--- src/rtl/muldiv_unit_pkg.sv ---
// Shared op-code and FSM encodings for the multiply/divide unit.
package muldiv_unit_pkg;

   typedef enum logic [2:0] {
      MD_MULT  = 3'd0,
      MD_MULTU = 3'd1,
      MD_DIV   = 3'd2,
      MD_DIVU  = 3'd3,
      MD_MTHI  = 3'd4,
      MD_MTLO  = 3'd5
   } md_op_e;

   typedef enum logic [1:0] {
      ST_IDLE = 2'd0,
      ST_CALC = 2'd1,
      ST_FIX  = 2'd2
   } md_state_e;

   // MULT, MULTU, DIV and DIVU occupy codes 0..3
   function automatic logic is_iter_op(input logic [2:0] op);
      return (op[2] == 1'b0);
   endfunction

   function automatic logic is_div_op(input logic [2:0] op);
      return (op[2:1] == 2'b01);
   endfunction

   function automatic logic is_signed_op(input logic [2:0] op);
      return (op == MD_MULT) || (op == MD_DIV);
   endfunction

endpackage

--- src/rtl/muldiv_iter.sv ---
// Unsigned WIDTH-cycle shift datapath: shift-add multiply or restoring divide.
// After the last step {acc_o, sr_o} holds the product, or acc_o=remainder, sr_o=quotient.
module muldiv_iter #(
   parameter int WIDTH = 32
) (
   input  logic             clk,
   input  logic             rst,
   input  logic             load_i,
   input  logic             div_i,
   input  logic [WIDTH-1:0] a_i,
   input  logic [WIDTH-1:0] b_i,
   output logic             last_o,
   output logic [WIDTH-1:0] acc_o,
   output logic [WIDTH-1:0] sr_o
);

   localparam int CW = $clog2(WIDTH);

   logic [WIDTH-1:0] acc_q, acc_d, sr_q, sr_d, opnd_q;
   logic             div_q, run_q, fits;
   logic [CW-1:0]    cnt_q;
   logic [WIDTH:0]   shifted;
   logic [WIDTH+1:0] lhs, rhs, sum;
   logic             cin;

   // One adder serves both modes; divide uses it as a trial subtraction
   always_comb begin
      shifted = {acc_q, sr_q[WIDTH-1]};
      if (div_q) begin
         lhs = {1'b0, shifted};
         rhs = ~{2'b00, opnd_q};
         cin = 1'b1;
      end else begin
         lhs = {2'b00, acc_q};
         rhs = sr_q[0] ? {2'b00, opnd_q} : '0;
         cin = 1'b0;
      end
      sum  = lhs + rhs + {{(WIDTH+1){1'b0}}, cin};
      fits = ~sum[WIDTH+1];
      if (div_q) begin
         acc_d = fits ? sum[WIDTH-1:0] : shifted[WIDTH-1:0];
         sr_d  = {sr_q[WIDTH-2:0], fits};
      end else begin
         acc_d = sum[WIDTH:1];
         sr_d  = {sum[0], sr_q[WIDTH-1:1]};
      end
   end

   assign last_o = run_q && (cnt_q == CW'(WIDTH-1));
   assign acc_o  = acc_q;
   assign sr_o   = sr_q;

   always_ff @(posedge clk) begin
      if (rst) begin
         acc_q  <= '0;
         sr_q   <= '0;
         opnd_q <= '0;
         div_q  <= 1'b0;
         run_q  <= 1'b0;
         cnt_q  <= '0;
      end else if (load_i) begin
         acc_q  <= '0;
         sr_q   <= a_i;
         opnd_q <= b_i;
         div_q  <= div_i;
         run_q  <= 1'b1;
         cnt_q  <= '0;
      end else if (run_q) begin
         acc_q <= acc_d;
         sr_q  <= sr_d;
         cnt_q <= cnt_q + CW'(1);
         if (last_o)
            run_q <= 1'b0;
      end
   end

endmodule

--- src/rtl/muldiv_unit.sv ---
// MIPS HI/LO multiply/divide unit: operand sign handling, special cases and
// the architectural HI/LO registers around the shared iterative datapath.
module muldiv_unit
   import muldiv_unit_pkg::*;
#(
   parameter int WIDTH = 32
) (
   input  logic             clk,
   input  logic             rst,
   input  logic             start,
   input  logic [2:0]       op,
   input  logic [WIDTH-1:0] a,
   input  logic [WIDTH-1:0] b,
   output logic             busy,
   output logic             done,
   output logic             div_by_zero,
   output logic [WIDTH-1:0] hi,
   output logic [WIDTH-1:0] lo
);

   md_state_e          state_q;
   logic [2:0]         op_q;
   logic               sign_a_q, sign_b_q, b_zero_q;
   logic               busy_q, done_q, dbz_q;
   logic [WIDTH-1:0]   a_q, a_mag_q, b_mag_q, hi_q, lo_q;

   logic               sign_a_d, sign_b_d;
   logic [WIDTH-1:0]   a_mag_d, b_mag_d;
   logic               iter_load, iter_last;
   logic [WIDTH-1:0]   iter_acc, iter_sr;
   logic [2*WIDTH-1:0] prod;
   logic [WIDTH-1:0]   quo, rem, fix_hi_d, fix_lo_d;

   always_comb begin
      sign_a_d = is_signed_op(op) & a[WIDTH-1];
      sign_b_d = is_signed_op(op) & b[WIDTH-1];
      a_mag_d  = sign_a_d ? -a : a;
      b_mag_d  = sign_b_d ? -b : b;
   end

   // The first CALC cycle (busy still low) loads the datapath from latched magnitudes
   assign iter_load = (state_q == ST_CALC) && !busy_q;

   muldiv_iter #(.WIDTH(WIDTH)) u_iter (
      .clk    (clk),
      .rst    (rst),
      .load_i (iter_load),
      .div_i  (is_div_op(op_q)),
      .a_i    (a_mag_q),
      .b_i    (b_mag_q),
      .last_o (iter_last),
      .acc_o  (iter_acc),
      .sr_o   (iter_sr)
   );

   // Remainder takes the dividend's sign; quotient truncates toward zero
   always_comb begin
      prod = {iter_acc, iter_sr};
      quo  = iter_sr;
      rem  = iter_acc;
      if (sign_a_q ^ sign_b_q) begin
         prod = -prod;
         quo  = -quo;
      end
      if (sign_a_q)
         rem = -rem;
      if (!is_div_op(op_q)) begin
         fix_hi_d = prod[2*WIDTH-1:WIDTH];
         fix_lo_d = prod[WIDTH-1:0];
      end else if (b_zero_q) begin
         fix_hi_d = a_q;
         fix_lo_d = '1;
      end else begin
         fix_hi_d = rem;
         fix_lo_d = quo;
      end
   end

   always_ff @(posedge clk) begin
      if (rst) begin
         state_q  <= ST_IDLE;
         op_q     <= '0;
         sign_a_q <= 1'b0;
         sign_b_q <= 1'b0;
         b_zero_q <= 1'b0;
         a_q      <= '0;
         a_mag_q  <= '0;
         b_mag_q  <= '0;
         hi_q     <= '0;
         lo_q     <= '0;
         busy_q   <= 1'b0;
         done_q   <= 1'b0;
         dbz_q    <= 1'b0;
      end else begin
         done_q <= 1'b0;
         dbz_q  <= 1'b0;
         unique case (state_q)
            ST_IDLE: begin
               if (start) begin
                  if (is_iter_op(op)) begin
                     op_q     <= op;
                     sign_a_q <= sign_a_d;
                     sign_b_q <= sign_b_d;
                     b_zero_q <= (b == '0);
                     a_q      <= a;
                     a_mag_q  <= a_mag_d;
                     b_mag_q  <= b_mag_d;
                     state_q  <= ST_CALC;
                  end else if (op == MD_MTHI) begin
                     hi_q <= a;
                  end else if (op == MD_MTLO) begin
                     lo_q <= a;
                  end
               end
            end
            ST_CALC: begin
               busy_q <= 1'b1;
               if (iter_last)
                  state_q <= ST_FIX;
            end
            ST_FIX: begin
               hi_q    <= fix_hi_d;
               lo_q    <= fix_lo_d;
               done_q  <= 1'b1;
               dbz_q   <= is_div_op(op_q) & b_zero_q;
               busy_q  <= 1'b0;
               state_q <= ST_IDLE;
            end
            default: state_q <= ST_IDLE;
         endcase
      end
   end

   assign busy        = busy_q;
   assign done        = done_q;
   assign div_by_zero = dbz_q;
   assign hi          = hi_q;
   assign lo          = lo_q;

endmodule

--- config.mk ---
export PLATFORM = sky130hd
export DESIGN_NAME = muldiv_unit
export DESIGN_NICKNAME = d
export VERILOG_FILES = /design/src/rtl/muldiv_unit_pkg.sv /design/src/rtl/muldiv_iter.sv /design/src/rtl/muldiv_unit.sv
export SDC_FILE = /design/constraint.sdc
export NUM_CORES = 1
export LEC_CHECK = 0
export CORE_ASPECT_RATIO = 2
export CORE_MARGIN = 1
export CORE_UTILIZATION = 45
export DETAILED_ROUTE_END_ITERATION = 8
export GPL_TIMING_DRIVEN = 1
export HOLD_SLACK_MARGIN = 0.08
export PLACE_DENSITY = 0.61
export SYNTH_ARGS = -nofsm -noshare
export SYNTH_HDL_FRONTEND = slang
export SYNTH_SLANG_ARGS = --single-unit
--- constraint.sdc ---
create_clock -name clk -period 14.05 [get_ports clk]
set_input_delay 2.1075 -clock clk [delete_from_list [all_inputs] [get_ports clk]]
set_output_delay 2.1075 -clock clk [all_outputs]
set_load 0.02 [all_outputs]
* Word level (Yosys, flattened, before mapping) *
Cells that the tools add are included.

cells by class
  bitwise gates (word level) = 8
  mux-type cells = 36
  reductions and logical operators = 16
  equality and inequality tests = 13
  add/sub/neg operators = 8

operator list
  operator               number
  $mux W32               21
  $neg A32 Y32           4
  $pmux W32 S2           2
  $mux W64               1
  $neg A64 Y64           1
  $add A33 B34 Y34       1
  $add A34 B1 Y34        1
  $mux W34               1
  $not A32 Y34           1
  $mux W33               1
  $logic_not A32 Y1      1
  $ne A2 B2 Y1 const B   7
  $eq A3 B3 Y1 const B   2
  $mux W2                3
  $reduce_and A3 Y1      2
  $reduce_bool A2 Y1     3
  $add A5 B1 Y5 const B  1
  $eq A5 B5 Y1 const B   1
  $mux W1                5
  $reduce_and A5 Y1      1
  $pmux W2 S2            1
  $reduce_and A4 Y1      1
  $reduce_or A2 Y1       2
  $and A1 B1 Y1          3
  other kinds (11)       14

storage, ports and cells
  output and inout bits = 67
  register bits = 273
  word-level logic and storage cells = 100
  bits of input ports = 70

* Depth between registers and ports, before layout *
  word-level depth = 8
  mapped depth = 17
  mapped depth without buffers = 15

* By module *
Synthesis repeated with hierarchy kept, for this count alone.

second synthesis, totals
  cell total of the unflattened synthesis = 2421
  area total of the unflattened synthesis = 18248.8 um^2

modules (own cells, without submodules)
  module       instances  sequential area each (um^2)  area an instance (um^2)  cells each
  muldiv_unit  1          3363.2                       10816.6                  1477
  muldiv_iter  1          2062.0                       7432.1                   944

* Least setup slack after synthesis *
Ideal clock, no wire load.

  path type = register -> register
  start = register u_iter.div_q
  end = register u_iter.acc_q[26] (netlist: u_iter.acc_o[26])
  arrival = 4.346 ns
  data required time = 13.928 ns
  buffers on the path = 4
  clock period less this slack = 4.467 ns
  path slack = 9.583 ns
  stages on the path, launching flop included = 16
  library setup time = 0.122 ns
  cells stage by stage = dfxtp_1 -> clkbuf_1 -> clkbuf_1 -> clkbuf_1 -> mux2_2 -> ha_1 -> a21oi_1 -> o21ai_0 -> a221o_1 -> or2_2 -> a22o_1 -> o31a_1 -> clkbuf_1 -> or3_1 -> o221ai_1 -> o21ai_0

on the way
  word-level cells in the longest chain between the ends = 5
  elaborated cells on any way between the ends = 7
  those cells by class = add/sub (2); mux (5)

ends and longest elaborated chain
  what                                         RTL line           source
  from (decl)                                  muldiv_iter.sv:20  logic div_q, run_q, fits;
  from (signal assigned)                       muldiv_iter.sv:65  div_q <= div_i;
  $mux W33 / $mux W34 (equally long branches)  muldiv_iter.sv:29  if (div_q) begin
  $add A33 B34 Y34                             muldiv_iter.sv:38  sum = lhs + rhs + {{(WIDTH+1){1'b0}}, cin};
  $add A34 B1 Y34                              muldiv_iter.sv:38
  $mux W32                                     muldiv_iter.sv:41  acc_d = fits ? sum[WIDTH-1:0] : shifted[WIDTH-1:0];
  $mux W32 (*)                                 muldiv_iter.sv:40  if (div_q) begin
  to (signal assigned)                         muldiv_iter.sv:55  acc_q <= '0;
  to (signal assigned)                         muldiv_iter.sv:62  acc_q <= '0;
  to (signal assigned)                         muldiv_iter.sv:69  acc_q <= acc_d;
  to (decl)                                    muldiv_iter.sv:19  logic [WIDTH-1:0] acc_q, acc_d, sr_q, sr_d, opnd_q;

Mark *: on every way between the ends. The rest lies on a longest branch, timed or not.
A chain may end at the register's enable or synchronous reset.

* Final worst setup path *
  start = register u_iter.div_q
  end = register u_iter.acc_q[23] (netlist: u_iter.acc_o[23])

Same word-level chain as after synthesis.

==> results by group <==
Place
  – Placed Area: around 19000 µm²
  – Placer Congestion: ~0.96
  – Placed insts: ~2800
  – Placement Setup Slack: ~8.9 ns
  – Post-DP HPWL: a little under 50000 µm
  – Port Buffers: around 140

Floorplanning
  – Die Area: a little under 40000 µm²
  – Die Y: roughly 280 µm
  – Chip width: about 140 µm
  – FP Rows: 101
  – Starting Density: a little under half
  – Num ports: 137
  – Core Area: ~38000 µm²

Logic synthesis
  – Post-synth ARST share: 0%
  – Simple-Gate Fraction of Synth Area: 20.93%
  – Post-Syn Nets: around 2500
  – Mapped Area: roughly 17000 µm²
  – Cells after Synth: roughly 2400
  – Synth cell count leaders: 353 x nand2_1, 294 x nor2_1, 271 x dfxtp_1
  – Yosys reg bits: between 200 and 300
  – Register area share after synthesis: a little under a third
  – Yosys warns: 0
  – Largest family of logic cells by synthesized area: compound AO/OA/AOI/OAI gates
  – Count leader, synth: nand2_1
  – Mean Syn Cell Area: about 7.3 µm²
  – Leading area contributor after synthesis: dfxtp_1
  – Synth unique cells: 76
  – Mux share of post-synthesis cell area: roughly 4.5%
  – Post-synthesis compound-gate area fraction: a little over a quarter
  – Post-Synth Adder-Cell Area: ~3.2%
  – Synth top area share: about a third
  – EDFF count, synth: 0
  – Primary FF master, synth: dfxtp_1
  – Xor/xnor cell area share of the yosys netlist: around 7.8%
  – Top cells by area, synth: dfxtp_1 31%, nand2_1 7.7%, a21oi_1 7.4%

STA
  – Fin crit period: 5.326 ns
  – Final hold vios: 0
  – Setup Skew: between 0.03 and 0.04 ns
  – F_max: about 0.19 GHz
  – Hold_ws: roughly 0.44 ns
  – Slew of the pin with the lowest slew margin: 1.145 ns
  – RSZ-0062 raised after global routing: no
  – Setup violators final: 0
  – Fin Setup TNS: 0 ns
  – Fin. max-slew vios: 0
  – Slew margin rel.: approximately a quarter
  – Fin crit share: 37.91%
  – Final WS setup: between 8 and 9 ns

Route
  – Vias per inst: approximately 6.1
  – Drt pass-1 iters: 6
  – Final wirelength: 64700 µm
  – Antenna viol nets, final: 0
  – DRT iter0 DRCs: 1027
  – Vias: 17360
  – Residual DRC count: 0
  – DR WL/cell: 22.89 µm

Worst setup path
  – Crit. End Element: flip-flop
  – Crit Path Max Fanout: between 60 and 70
  – Worst path cell trace: buf_4, mux2i_1, fa_1, fa_1, nand2b_1, a21o_1, a31o_2, o21a_1, o41ai_1, a221oi_1, xnor2_1, a221o_1, o221a_2
  – Worst-path cell with the longest stage delay: o41ai_1
  – Crit path buffers/inverters: 1
  – WP data required: 14.50 ns
  – Kind of critical path: flip-flop to flip-flop
  – Top delay family on crit path: compound AO/OA/AOI/OAI gates
  – Crit path DAT: 5.77 ns
  – CP dominant cell by count: fa_1
  – CP startpoint kind: flip-flop
  – Max incr delay on CP: approximately 0.82 ns

CTS
  – CTS clk-pin slew, worst paths: 0.07 ns
  – Clock buffer count from CTS: 26
  – Setup bufs post-CTS: 0
  – Hold_buf cts: 0
  – CTS Root Cell: clkbuf_16
  – Clock Path Buffers: 3
  – Clock Latency Late Sink: ~0.57 ns
  – CTS tree: yes
  – Clk sink count: approximately 270
  – Htree depth: 1
  – Post-CTS Resized: 0

Finish
  – Area growth syn-to-layout: 13.18%
  – Footprint of the multi-input gates: 10980 µm²
  – Fin area: between 15000 and 20000 µm²
  – Net count, final: approximately 2500
  – Layout cells sized above 1: 5.588%
  – Post-layout util: between 50% and 60%
  – # fillers: ~3800
  – Filler-free cell count of the finished design: around 2800
  – Register area: 5430 µm²

GRT
  – Total GRT Usage: around a third
  – GRT Residual Overflow: 0
  – First-pass GRT wire length: about 98000 µm
  – Vias in the first global route: 17030
  – Antenna violations before repair: 2
  – Largest net degree at the start of global routing: 99

Outcome
  – Status: complete, no violations

Min path
  – Worst hold path class: flip-flop to flip-flop

Power and ir drop
  – Pwr dens: about 100 nW/µm²
  – VDD IR max: approximately 0.083 mV
  – Total Power: between 2 and 2.5 mW
  – Leak Pwr: around 7.0 nW

Run
  – MaxCap Viol Count: 0
-- sequential cells by signal, summed over array words and instances (netlist names), 2 cells and up --
signal,flops
a_q,32
b_mag_q,32
hi,32
lo,32
u_iter.acc_o,32
u_iter.opnd_q,32
u_iter.sr_o,32
a_mag_q,31
u_iter.cnt_q,5
state_q,2
-- cells in the final DEF, fill, tap and decap left out, drive strengths merged, types with 11 or more instances in the layout --
master	n
a211oi	104
a21o	14
a21oi	255
a311oi	14
a31oi	13
and2	11
buf	28
clkbuf	35
clkdlybuf4s50	135
dfxtp	271
ha	41
inv	39
mux2	29
mux2i	46
nand2	353
nand2b	15
nand3	26
nand4	14
nor2	294
nor3	34
nor4	21
o211ai	16
o21ai	163
o221ai	49
o22ai	11
o31ai	23
or3	23
or4	13
xnor2	63
xor2	91
-- power breakdown --
part	total, mW	switching, mW	internal [mW]
clock	0.739	0.329	0.410
sequential	0.863	0.0528	0.811
combinational	0.426	0.276	0.150
-- logic make-up (layout without fill, tap and decap cells) --
family,Yosys count,after routing
mux,75,75
simple gates,835,835
xor+xnor,154,154
fa+ha+maj,43,43
buf+inv,249,250
compound gates,734,734
other cells,0,2
flops,271,271
-- path summary, 6_finish.rpt --
path	slack, ns	to	cells past startpoint	from
setup reg to reg	8.72	u_iter.acc_o[23]	13	u_iter.div_q
setup / recovery	8.72	u_iter.acc_o[23]	13	u_iter.div_q
hold reg to reg	0.44	u_iter.opnd_q[14]	2	b_mag_q[14]
hold / removal	0.44	u_iter.opnd_q[14]	2	b_mag_q[14]
-- final cells by class --
type                       count  area share, %
clock buffer                  35          3.808
multi-input combinational   1841          56.09
inverter                      39         0.7476
antenna                        2        0.02556
sequential                   271          27.73
tap                          463          2.958
clock inverter                13         0.6454
timing repair buffer         163          7.994
-- tightest hold or removal path, delay by kind of cell, from the launching register on --
kind,cells,cell delay (ns)
AND/OR/NAND/NOR,1,0.05
AO/OA/AOI/OAI,1,0.05
flip-flops,1,0.31
-- routing by layer --
layer / vias to the layer above / wire (µm) / GRT usage (%)
met5: - / 0 / 0
met4: 0 / 6007 / 27.79
met3: 228 / 2918 / 4.256
met2: 593 / 34520 / 63.02
met1: 8178 / 21260 / 29.65
li1: 8364 / - / -
No activity file was read; power rests on OpenSTA's default activity.
